--- src/rtl/mips_ctrl_pkg.sv ---
// Shared constants for the multi-cycle MIPS controller: opcodes, FSM state
// encodings, ALU operation codes, next-PC select codes and instruction classes.
package mips_ctrl_pkg;

  localparam int OP_W    = 6;
  localparam int ALUOP_W = 3;

  localparam logic [OP_W-1:0] OP_ADD   = 6'b000000;
  localparam logic [OP_W-1:0] OP_SUB   = 6'b000001;
  localparam logic [OP_W-1:0] OP_ADDIU = 6'b000010;
  localparam logic [OP_W-1:0] OP_AND   = 6'b010000;
  localparam logic [OP_W-1:0] OP_ANDI  = 6'b010001;
  localparam logic [OP_W-1:0] OP_ORI   = 6'b010010;
  localparam logic [OP_W-1:0] OP_XOR   = 6'b010011;
  localparam logic [OP_W-1:0] OP_SLL   = 6'b011000;
  localparam logic [OP_W-1:0] OP_SLTI  = 6'b100110;
  localparam logic [OP_W-1:0] OP_SLT   = 6'b100111;
  localparam logic [OP_W-1:0] OP_SW    = 6'b110000;
  localparam logic [OP_W-1:0] OP_LW    = 6'b110001;
  localparam logic [OP_W-1:0] OP_BEQ   = 6'b110100;
  localparam logic [OP_W-1:0] OP_BNE   = 6'b110101;
  localparam logic [OP_W-1:0] OP_BLTZ  = 6'b110110;
  localparam logic [OP_W-1:0] OP_J     = 6'b111000;
  localparam logic [OP_W-1:0] OP_JR    = 6'b111001;
  localparam logic [OP_W-1:0] OP_JAL   = 6'b111010;
  localparam logic [OP_W-1:0] OP_HALT  = 6'b111111;

  localparam logic [ALUOP_W-1:0] ALU_ADD = 3'b000;
  localparam logic [ALUOP_W-1:0] ALU_SUB = 3'b001;
  localparam logic [ALUOP_W-1:0] ALU_SLL = 3'b010;
  localparam logic [ALUOP_W-1:0] ALU_OR  = 3'b011;
  localparam logic [ALUOP_W-1:0] ALU_AND = 3'b100;
  localparam logic [ALUOP_W-1:0] ALU_SLT = 3'b110;
  localparam logic [ALUOP_W-1:0] ALU_XOR = 3'b111;

  localparam logic [1:0] PC_NEXT   = 2'b00;
  localparam logic [1:0] PC_BRANCH = 2'b01;
  localparam logic [1:0] PC_RS     = 2'b10;
  localparam logic [1:0] PC_JUMP   = 2'b11;

  typedef enum logic [2:0] {
    S_IF     = 3'b000,
    S_ID     = 3'b001,
    S_EXE_LS = 3'b010,
    S_MEM    = 3'b011,
    S_WB_LD  = 3'b100,
    S_EXE_BR = 3'b101,
    S_EXE_AL = 3'b110,
    S_WB_AL  = 3'b111
  } state_e;

  typedef enum logic [3:0] {
    C_ALU_R, C_ALU_I, C_LW, C_SW, C_BR, C_J, C_JAL, C_JR, C_HALT, C_NOP
  } cls_e;

endpackage

--- src/rtl/multicycle_ctrl_if.sv ---
// Control <-> fetch-stage link: PC/IR write controls one way, the latched
// instruction and ALU flags the other.
interface multicycle_ctrl_if;
  logic        PCWre;
  logic [1:0]  PCSrc;
  logic        IRWre;
  logic [31:0] IRInstruction;
  logic        zero;
  logic        sign;

  modport master (output PCWre, PCSrc, IRWre, input IRInstruction, zero, sign);
  modport slave  (input PCWre, PCSrc, IRWre, output IRInstruction, zero, sign);
endinterface

--- src/rtl/multicycle_ctrl_decode.sv ---
// Opcode decoder: instruction class for the FSM plus the datapath selects,
// which are purely a function of the opcode (and flags for branch targets).
module ctrl_decode
  import mips_ctrl_pkg::*;
(
  input  logic [OP_W-1:0]    op,
  input  logic               zero,
  input  logic               sign,
  output cls_e               cls,
  output logic               ext_sel,
  output logic               alu_src_a,
  output logic               alu_src_b,
  output logic [ALUOP_W-1:0] alu_op,
  output logic               db_data_src,
  output logic [1:0]         reg_dst,
  output logic               wr_reg_d_src,
  output logic [1:0]         pc_src
);

  // Opcode to class and selects; unknown opcodes fall out as nop.
  always_comb begin
    cls          = C_NOP;
    ext_sel      = 1'b1;
    alu_src_a    = 1'b0;
    alu_src_b    = 1'b0;
    alu_op       = ALU_ADD;
    db_data_src  = 1'b0;
    reg_dst      = 2'b00;
    wr_reg_d_src = 1'b0;
    pc_src       = PC_NEXT;
    case (op)
      OP_ADD:   begin cls = C_ALU_R; alu_op = ALU_ADD; end
      OP_SUB:   begin cls = C_ALU_R; alu_op = ALU_SUB; end
      OP_AND:   begin cls = C_ALU_R; alu_op = ALU_AND; end
      OP_XOR:   begin cls = C_ALU_R; alu_op = ALU_XOR; end
      OP_SLT:   begin cls = C_ALU_R; alu_op = ALU_SLT; end
      OP_SLL:   begin cls = C_ALU_R; alu_op = ALU_SLL; alu_src_a = 1'b1; end
      OP_ADDIU: begin cls = C_ALU_I; alu_op = ALU_ADD; end
      OP_ANDI:  begin cls = C_ALU_I; alu_op = ALU_AND; ext_sel = 1'b0; end
      OP_ORI:   begin cls = C_ALU_I; alu_op = ALU_OR;  ext_sel = 1'b0; end
      OP_SLTI:  begin cls = C_ALU_I; alu_op = ALU_SLT; end
      OP_SW:    begin cls = C_SW; alu_src_b = 1'b1; end
      OP_LW:    begin cls = C_LW; alu_src_b = 1'b1; reg_dst = 2'b01;
                      db_data_src = 1'b1; wr_reg_d_src = 1'b1; end
      OP_BEQ:   begin cls = C_BR; alu_op = ALU_SUB; pc_src = zero  ? PC_BRANCH : PC_NEXT; end
      OP_BNE:   begin cls = C_BR; alu_op = ALU_SUB; pc_src = !zero ? PC_BRANCH : PC_NEXT; end
      OP_BLTZ:  begin cls = C_BR; alu_op = ALU_SUB; pc_src = sign  ? PC_BRANCH : PC_NEXT; end
      OP_J:     begin cls = C_J;   pc_src = PC_JUMP; end
      OP_JAL:   begin cls = C_JAL; pc_src = PC_JUMP; end
      OP_JR:    begin cls = C_JR;  pc_src = PC_RS; end
      OP_HALT:  cls = C_HALT;
      default:  cls = C_NOP;
    endcase
    if (cls == C_ALU_R) begin
      reg_dst      = 2'b10;
      wr_reg_d_src = 1'b1;
    end
    if (cls == C_ALU_I) begin
      reg_dst      = 2'b01;
      alu_src_b    = 1'b1;
      wr_reg_d_src = 1'b1;
    end
  end

endmodule

--- src/rtl/multicycle_ctrl.sv ---
// Multi-cycle MIPS control FSM. Sequences each instruction through its states,
// issues exactly one PCWre pulse in the instruction's last state, and gates all
// outputs low while reset is asserted.
//
//  state    | meaning
//  S_IF     | fetch: latch instruction into IR
//  S_ID     | decode; j/jal/jr/nop finish here; also parks here when halted
//  S_EXE_LS | address calc for lw/sw
//  S_MEM    | memory access (sw finishes)
//  S_WB_LD  | lw write-back
//  S_EXE_BR | branch compare and PC update
//  S_EXE_AL | ALU execute
//  S_WB_AL  | ALU write-back
module multicycle_ctrl
  import mips_ctrl_pkg::*;
(
  input  logic               clk,
  input  logic               rst,
  multicycle_ctrl_if.master  fetch,
  output logic               ExtSel,
  output logic               ALUSrcA,
  output logic               ALUSrcB,
  output logic [ALUOP_W-1:0] ALUOp,
  output logic               mRD,
  output logic               mWR,
  output logic               DBDataSrc,
  output logic               RegWre,
  output logic [1:0]         RegDst,
  output logic               WrRegDSrc,
  output logic [2:0]         state
);

  state_e state_q, state_d;
  logic   halt_q, halt_d;
  logic   pc_wre, ir_wre, reg_wre, m_rd, m_wr;

  cls_e               cls;
  logic               ext_sel, alu_src_a, alu_src_b, db_data_src, wr_reg_d_src;
  logic [ALUOP_W-1:0] alu_op;
  logic [1:0]         reg_dst, pc_src;
  logic               unused_ir_bits;

  assign unused_ir_bits = ^fetch.IRInstruction[25:0];

  ctrl_decode u_decode (
    .op           (fetch.IRInstruction[31:26]),
    .zero         (fetch.zero),
    .sign         (fetch.sign),
    .cls          (cls),
    .ext_sel      (ext_sel),
    .alu_src_a    (alu_src_a),
    .alu_src_b    (alu_src_b),
    .alu_op       (alu_op),
    .db_data_src  (db_data_src),
    .reg_dst      (reg_dst),
    .wr_reg_d_src (wr_reg_d_src),
    .pc_src       (pc_src)
  );

  // State and halt flag registers.
  always_ff @(posedge clk or negedge rst) begin
    if (!rst) begin
      state_q <= S_IF;
      halt_q  <= 1'b0;
    end else begin
      state_q <= state_d;
      halt_q  <= halt_d;
    end
  end

  // Next state and per-state enables.
  always_comb begin
    state_d = state_q;
    halt_d  = halt_q;
    pc_wre  = 1'b0;
    ir_wre  = 1'b0;
    reg_wre = 1'b0;
    m_rd    = 1'b0;
    m_wr    = 1'b0;
    case (state_q)
      S_IF: begin
        ir_wre  = 1'b1;
        state_d = S_ID;
      end
      S_ID: begin
        if (halt_q || cls == C_HALT) begin
          halt_d = 1'b1;
        end else begin
          case (cls)
            C_ALU_R, C_ALU_I: state_d = S_EXE_AL;
            C_LW, C_SW:       state_d = S_EXE_LS;
            C_BR:             state_d = S_EXE_BR;
            C_JAL: begin
              pc_wre  = 1'b1;
              reg_wre = 1'b1;
              state_d = S_IF;
            end
            default: begin
              pc_wre  = 1'b1;
              state_d = S_IF;
            end
          endcase
        end
      end
      S_EXE_AL: state_d = S_WB_AL;
      S_WB_AL: begin
        reg_wre = 1'b1;
        pc_wre  = 1'b1;
        state_d = S_IF;
      end
      S_EXE_LS: state_d = S_MEM;
      S_MEM: begin
        if (cls == C_SW) begin
          m_wr    = 1'b1;
          pc_wre  = 1'b1;
          state_d = S_IF;
        end else begin
          m_rd    = 1'b1;
          state_d = S_WB_LD;
        end
      end
      S_WB_LD: begin
        reg_wre = 1'b1;
        pc_wre  = 1'b1;
        state_d = S_IF;
      end
      S_EXE_BR: begin
        pc_wre  = 1'b1;
        state_d = S_IF;
      end
      default: state_d = S_IF;
    endcase
  end

  // Reset gates every output combinationally so an aborted instruction
  // cannot leak a write strobe in the cycle reset falls.
  assign fetch.PCWre = rst & pc_wre;
  assign fetch.IRWre = rst & ir_wre;
  assign fetch.PCSrc = rst ? pc_src : 2'b00;
  assign RegWre      = rst & reg_wre;
  assign mRD         = rst & m_rd;
  assign mWR         = rst & m_wr;
  assign ExtSel      = rst & ext_sel;
  assign ALUSrcA     = rst & alu_src_a;
  assign ALUSrcB     = rst & alu_src_b;
  assign ALUOp       = rst ? alu_op : '0;
  assign DBDataSrc   = rst & db_data_src;
  assign RegDst      = rst ? reg_dst : 2'b00;
  assign WrRegDSrc   = rst & wr_reg_d_src;
  assign state       = state_q;

endmodule
--- src/flat_wrapper.sv ---
// flat-port wrapper written by rule: the top's interface ports become plain ports
module multicycle_ctrl_flat import mips_ctrl_pkg::*;
  (clk, rst, ExtSel, ALUSrcA, ALUSrcB, ALUOp, mRD, mWR, DBDataSrc, RegWre, RegDst, WrRegDSrc, state, fetch_PCWre, fetch_PCSrc, fetch_IRWre, fetch_IRInstruction, fetch_zero, fetch_sign);
  multicycle_ctrl_if fetch_i ();
  input  logic clk;
  input  logic rst;
  output logic ExtSel;
  output logic ALUSrcA;
  output logic ALUSrcB;
  output logic [ALUOP_W-1:0] ALUOp;
  output logic mRD;
  output logic mWR;
  output logic DBDataSrc;
  output logic RegWre;
  output logic [1:0] RegDst;
  output logic WrRegDSrc;
  output logic [2:0] state;
  output wire logic [$bits(fetch_i.PCWre)-1:0] fetch_PCWre;
  output wire logic [$bits(fetch_i.PCSrc)-1:0] fetch_PCSrc;
  output wire logic [$bits(fetch_i.IRWre)-1:0] fetch_IRWre;
  input wire logic [$bits(fetch_i.IRInstruction)-1:0] fetch_IRInstruction;
  input wire logic [$bits(fetch_i.zero)-1:0] fetch_zero;
  input wire logic [$bits(fetch_i.sign)-1:0] fetch_sign;
  assign fetch_PCWre = fetch_i.PCWre;
  assign fetch_PCSrc = fetch_i.PCSrc;
  assign fetch_IRWre = fetch_i.IRWre;
  assign fetch_i.IRInstruction = fetch_IRInstruction;
  assign fetch_i.zero = fetch_zero;
  assign fetch_i.sign = fetch_sign;
  multicycle_ctrl u_core (.clk(clk), .rst(rst), .fetch(fetch_i), .ExtSel(ExtSel), .ALUSrcA(ALUSrcA), .ALUSrcB(ALUSrcB), .ALUOp(ALUOp), .mRD(mRD), .mWR(mWR), .DBDataSrc(DBDataSrc), .RegWre(RegWre), .RegDst(RegDst), .WrRegDSrc(WrRegDSrc), .state(state));
endmodule
--- config.mk ---
export PLATFORM = sky130hd
export DESIGN_NAME = multicycle_ctrl_flat
export DESIGN_NICKNAME = d
export VERILOG_FILES = /design/src/rtl/mips_ctrl_pkg.sv /design/src/rtl/multicycle_ctrl_if.sv /design/src/rtl/multicycle_ctrl_decode.sv /design/src/rtl/multicycle_ctrl.sv /design/src/flat_wrapper.sv
export SDC_FILE = /design/constraint.sdc
export NUM_CORES = 1
export LEC_CHECK = 0
export ABC_AREA = 1
export CAP_MARGIN = 20
export CORE_MARGIN = 10
export CORE_UTILIZATION = 33
export CTS_CLUSTER_DIAMETER = 60
export DETAILED_ROUTE_END_ITERATION = 8
export GPL_TIMING_DRIVEN = 0
export PLACE_DENSITY = 0.86
export SLEW_MARGIN = 20
export SYNTH_ARGS = -nofsm -noshare
export SYNTH_HDL_FRONTEND = slang
export SYNTH_SLANG_ARGS = --single-unit
--- constraint.sdc ---
create_clock -name clk -period 1.7 [get_ports clk]
set_input_delay 0.34 -clock clk [delete_from_list [all_inputs] [get_ports clk]]
set_output_delay 0.34 -clock clk [all_outputs]
set_load 0.01 [all_outputs]
Yosys cells after proc, flatten, opt, wreduce, memory -nomap -nowiden
Index checks and enable logic that the tools add are counted.
W data, S select, Z words.
{"block": "totals", "inputBits": 36, "elab_cells": 97, "out_inout_bits": 20, "register_bits": 4}
{"block": "classes", "n_mux": 34, "n_reduce_logical": 19, "bitwise": 10, "n_eq_ne": 32}
{"operator": "$eq A6 B6 Y1 const B", "count": 11}
{"operator": "$pmux W3 S6", "count": 2}
{"operator": "$pmux W4 S9", "count": 1}
{"operator": "$eq A6 B5 Y1 const B", "count": 5}
{"operator": "$mux W1", "count": 20}
{"operator": "$reduce_or A2 Y1", "count": 8}
{"operator": "$eq A3 B3 Y1 const B", "count": 4}
{"operator": "$and A1 B1 Y1", "count": 10}
{"operator": "$pmux W2 S5", "count": 1}
{"operator": "$mux W3", "count": 3}
{"operator": "$pmux W3 S3", "count": 1}
{"operator": "$eq A4 B2 Y1 const B", "count": 2}
{"operator": "$eq A4 B3 Y1 const B", "count": 2}
{"operator": "$mux W2", "count": 4}
{"operator": "$reduce_or A4 Y1", "count": 2}
{"operator": "$eq A3 B2 Y1 const B", "count": 2}
{"operator": "$eq A6 B1 Y1 const B", "count": 1}
{"operator": "$eq A6 B2 Y1 const B", "count": 1}
{"operator": "$logic_not A6 Y1", "count": 1}
{"operator": "$reduce_or A3 Y1", "count": 2}
{"operator": "$reduce_or A6 Y1", "count": 1}
{"operator": "$reduce_or A5 Y1", "count": 1}
{"operator": "$eq A4 B1 Y1 const B", "count": 1}
{"operator": "$eq A4 B4 Y1 const B", "count": 1}
{"operator": "other kinds (8)", "count": 8}

Depth between registers and ports, before layout
{"block": "depth", "depth_word": 9, "mapped_depth": 11}

Hierarchy
Synthesis repeated with hierarchy kept, for this count alone.
{"block": "unflattened", "hier_cells": 166, "area_unflattened_um2": 804.5}
{"module": "multicycle_ctrl", "cells_each": 84, "n_inst": 1, "area_each_um2": 455.4}
{"module": "ctrl_decode", "cells_each": 82, "n_inst": 1, "area_each_um2": 349.1}

Worst setup path before layout
No wires, ideal clock.
{"block": "synth_timing", "kind": "input port to output port", "startpoint": "input port fetch_IRInstruction[28]", "endpoint": "output port RegDst[1]", "arrival_ns": 1.378, "slack_ns": -0.018, "required_ns": 1.360, "path_buffers": 0, "stages": 7, "path_cell_list": "nor2_2 nand3_1 nand2_1 nor2_2 nand4_2 nand3_4 nor4_1"}
{"block": "synth_between", "elab_chain_len": 7, "word_cells_on_any_way": 28}
{"item": "start, declared", "line_no": "flat_wrapper.sv:21", "source": "input wire logic [$bits(fetch_i.IRInstruction)-1:0] fetch_IRInstruction;"}
{"item": "$eq A6 B5 Y1, or another cell as far along", "line_no": "multicycle_ctrl_decode.sv:31", "source": "case (op)"}
{"item": "$reduce_or A6 Y1 (no source line), or another cell as far along"}
{"item": "$pmux W4 S9 *", "line_no": "multicycle_ctrl_decode.sv:31"}
{"item": "$logic_not A4 Y1", "line_no": "multicycle_ctrl_decode.sv:54", "source": "if (cls == C_ALU_R) begin"}
{"item": "$mux W2", "line_no": "multicycle_ctrl_decode.sv:54"}
{"item": "$mux W2 *", "line_no": "multicycle_ctrl_decode.sv:58", "source": "if (cls == C_ALU_I) begin"}
{"item": "$mux W2 *", "line_no": "multicycle_ctrl.sv:148", "source": "assign RegDst = rst ? reg_dst : 2'b00;"}
{"item": "end, declared", "line_no": "flat_wrapper.sv:15", "source": "output logic [1:0] RegDst;"}
Mark *: on every way between the ends. The rest lies on a longest branch, timed or not.

Worst setup path in the final report
{"block": "layout_timing", "startpoint": "input port fetch_IRInstruction[28]", "endpoint": "output port fetch_PCWre"}
{"block": "layout_between", "elab_chain_len": 9, "word_cells_on_any_way": 36}
{"item": "$eq A6 B5 Y1, or another cell as far along", "line_no": "multicycle_ctrl_decode.sv:31"}
{"item": "$reduce_or A6 Y1 (no source line), or another cell as far along"}
{"item": "$pmux W4 S9 *", "line_no": "multicycle_ctrl_decode.sv:31"}
{"item": "$eq A4 B1 Y1, or another cell as far along", "line_no": "multicycle_ctrl.sv:89", "source": "case (cls)"}
{"item": "$reduce_or A5 Y1 (no source line)"}
{"item": "$mux W1", "line_no": "multicycle_ctrl.sv:89"}
{"item": "$mux W1", "line_no": "multicycle_ctrl.sv:86", "source": "if (halt_q || cls == C_HALT) begin"}
{"item": "$pmux W1 S3 *", "line_no": "multicycle_ctrl.sv:80", "source": "case (state_q)"}
{"item": "$and A1 B1 Y1 *", "line_no": "multicycle_ctrl.sv:137", "source": "assign fetch.PCWre = rst & pc_wre;"}
{"item": "end, declared", "line_no": "flat_wrapper.sv:18", "source": "output wire logic [$bits(fetch_i.PCWre)-1:0] fetch_PCWre;"}
Marked as above.

==> summary by stage <==
Worst setup path
The capture point of the critical path is fetch_PCWre. The beginning of the worst register-to-register path is u_core.state[0]. The reg-to-reg endpoint is u_core.state[2].

The worst setup path is launched from an input pin. The most critical setup path has its startpoint at fetch_IRInstruction[28]. The data arrival at the endpoint of the critical path is about 1600 ps.

For the worst setup path, the data required time is 1360 ps. The classification of the worst setup path is input pin to output port. The endpoint class of the critical path is an output port.

Across all register-to-register paths, the minimum setup slack is between 200 and 250 ps. The maximum fanout count along the critical path is 5. The depth of the worst register-to-register path is 7.

Logic synthesis
The average instance in the mapped netlist occupies 5.42 um^2. In this run, distinct cell masters in the synthesized netlist total 26. The cell area after technology mapping is ~700 um^2. The count of warnings emitted by yosys is 0. The cell count after synthesis came out at 129. The total nets after synthesis is approximately 170. The synthesized design contains 4 register bits. The sequential cell area fraction in the yosys report is between 10% and 20%.

Placement
The half-perimeter wire length after placement is between 1500 and 2000 um. The post-placement worst setup slack is -1250 ps. The last weighted congestion value of the routability-driven placer is approximately 0.86. Buffers placed on the I/O ports in this run total 29.

Timing
Derived from the worst setup path, the maximum achievable clock frequency is just over 0.5 GHz. Setup repair after global routing could not meet its margin everywhere. The slew at the pin closest to its max-slew limit is between 300 and 400 ps.

The total setup violations reported at the end of the flow is 7. In the finished design, the share of the clock period the worst path needs comes to 117%. The final-report max-slew violation count came to 0. The number of hold violations in the final report is 0. The clock arrives with 6.15 ps of skew.

The final worst setup slack is -282 ps. The worst path in the final design needs a cycle of roughly 2000 ps, including I/O delays and setup. Headroom to the max-slew limit came out at between 70% and 80%.

In the final timing run, aggregate negative setup slack is -1390 ps.

Floorplanning
The starting density of the core is a little over a third. During I/O placement, the number of pins put on the boundary was 56. After floorplanning, the core was sized to cover between 0.0015 and 0.002 mm^2.

The horizontal die dimension is approximately 66 um. The floorplan has 16 rows. The die covers 0.00436 mm^2. Measured along the y axis, the die boundary spans roughly 66 um.

Drt
The wire length per cell after detailed routing is between 15 and 20 um. The final layout contains routed wiring with a total length of approximately 3800 um. For this run, design rule violations remaining after detail routing come to 0.

The first-pass iteration count of the detailed router is 4. The routed design uses 1900 um of met2 wire. The antenna violation net count after detailed routing is 0.

Using the TritonRoute via totals, the vias-per-cell ratio works out to about 5.6. The total number of vias is about 1200. The met1 layer wirelength in the final routing is 1560 um. In this run, the number of DRC markers left after iteration 0 of detailed routing was between 60 and 70. Detailed routing placed a total of roughly 270 um of wire on met3. The uppermost layer routed is met4.

Final layout
Once layout is complete, the utilization of the core stands at 80.5%. The post-layout net count is approximately 220. The area growth from synthesis to layout is 128%. The proportion of layout cells with a drive suffix above 1 is 62.2%. The number of antenna diodes in the final layout is 0.

Clock network
The number of clock buffers inserted by TritonCTS is 3. The TritonCTS clock tree is done. The deepest clock path buffer count is 2. The clock-pin slew reported for the worst setup and hold paths after clock tree synthesis is 50 ps. The clock latency on the worst-skew pair is around 250 ps. The CTS root buffer is sky130_fd_sc_hd__clkbuf_4.

For this design, the sink count on the clock tree is 4. The count of H-tree levels built during CTS is 1.

Hold path
In this run the most critical hold path is launched from u_core.halt_q. The worst min-delay path category is register to register.

GRT
The global-route total usage across every layer is between 10% and 20%. The number of antenna violations at the first check in global routing was 0. Global routing finished with a remaining overflow of 0.

The maximum number of pins on one net before global-route repair is 11. The via count of the first global-routing pass is 1106. The global-route wire length before repair is between 4000 and 5000 um.

Flow run
The number of max-cap violations is 0.

Outcome
The run finished, with violations left. The final reports fail on setup timing.

Power
The peak supply drop is approximately 0.67 mV. The static leakage power is roughly 0.72 nW. In this run the power density over the cells is between 500 and 600 mW/mm^2.
==> how the worst min path moves through the flow <==
stage / to / cells past startpoint
finish: u_core.halt_q / 1
global route: u_core.halt_q / 1
CTS: u_core.halt_q / 1
detailed placement: u_core.halt_q / 1
global placement: u_core.halt_q / 1
floorplan: u_core.halt_q / 0
==> state kept, by name, indices dropped and copies added (netlist names) <==
| signal | count |
|---|---|
| u_core.halt_q | 1 |
| u_core.state | 3 |
==> through the flow <==
step,total power [mW],cell area [um^2],hold WS (ps),cells
after floorplan,0.306,706,44.4,129
after global placement,0.432,1030,459,185
after detailed placement,0.441,1030,464,185
after CTS,0.675,1410,476,206
after global routing,0.830,1600,530,212
final,0.802,1600,509,212
==> report_power, final <==
part / switching (mW) / total [mW] / internal (mW)
Clock: 0.0524 / 0.132 / 0.0799
Combinational: 0.307 / 0.537 / 0.230
Sequential: 0.0208 / 0.132 / 0.111
==> critical path, cell delays in order <==
cell and delay [ps]:
sky130_fd_sc_hd__buf_12 110, sky130_fd_sc_hd__nor2_4 130, sky130_fd_sc_hd__buf_4 170, sky130_fd_sc_hd__nand3_4 90
sky130_fd_sc_hd__buf_4 150, sky130_fd_sc_hd__buf_4 140, sky130_fd_sc_hd__nor2_1 130, sky130_fd_sc_hd__a21oi_1 70
sky130_fd_sc_hd__a21oi_1 160, sky130_fd_sc_hd__buf_2 150
==> per-layer routing <==
metal | vias up | GRT usage [%]
met3 | 9 | 2.37
met4 | 0 | 7.33
li1 | 541 | -
met1 | 566 | 15.8
met2 | 74 | 24.4
met5 | - | 0
==> Yosys cell counts, drive strengths merged <==
cell type | instances | area [um^2]
nand2 | 36 | 138
buf | 1 | 3.75
nand4 | 2 | 18.8
nor3 | 4 | 25.0
o311ai | 1 | 8.76
a21oi | 9 | 48.8
or2 | 1 | 6.26
o21a | 1 | 7.51
inv | 21 | 78.8
dfrtp | 4 | 100
o21ai | 2 | 10.0
o211ai | 1 | 7.51
nor4 | 2 | 12.5
a221oi | 1 | 8.76
a41oi | 1 | 8.76
nor2 | 27 | 119
nand3 | 15 | 97.6
==> cells in the final DEF (no fill, tap or decap), drive strengths merged, types with 4 or more instances in the layout <==
cell type       n
buf            39
nand3          15
inv            21
nand2          36
dfrtp           4
a21oi           9
nor3            4
nor2           27
clkbuf          7
dlygate4sd2     4
clkdlybuf4s50   5
==> logic make-up (layout without fill, tap and decap cells) <==
kind of cell / Yosys count / in the layout / share of synthesized area (%)
flip-flops: 4 / 4 / 14.3
buffers and inverters: 22 / 78 / 11.8
AO/OA/AOI/OAI: 16 / 16 / 14.3
AND/OR/NAND/NOR: 87 / 87 / 59.6
==> area by class of cell <==
| class | count | area [um^2] |
|---|---|---|
| Fill cell | 110 | 387 |
| Sequential cell | 4 | 101 |
| Inverter | 21 | 109 |
| Tap cell | 27 | 33.8 |
| Timing Repair Buffer | 53 | 477 |
| Multi-Input combinational cell | 103 | 847 |
| Clock buffer | 3 | 22.5 |
| Buffer | 1 | 5.00 |
==> repair_timing <==
action	4_1_cts	5_1_grt
endpoints found under the setup margin	19	13
pin swaps	26	21
gates resized for setup	160	47
buffers inserted	17	6
hold buffers	1	0
hold endpoints to repair	4	0
Power figures use the tool's default switching activity.
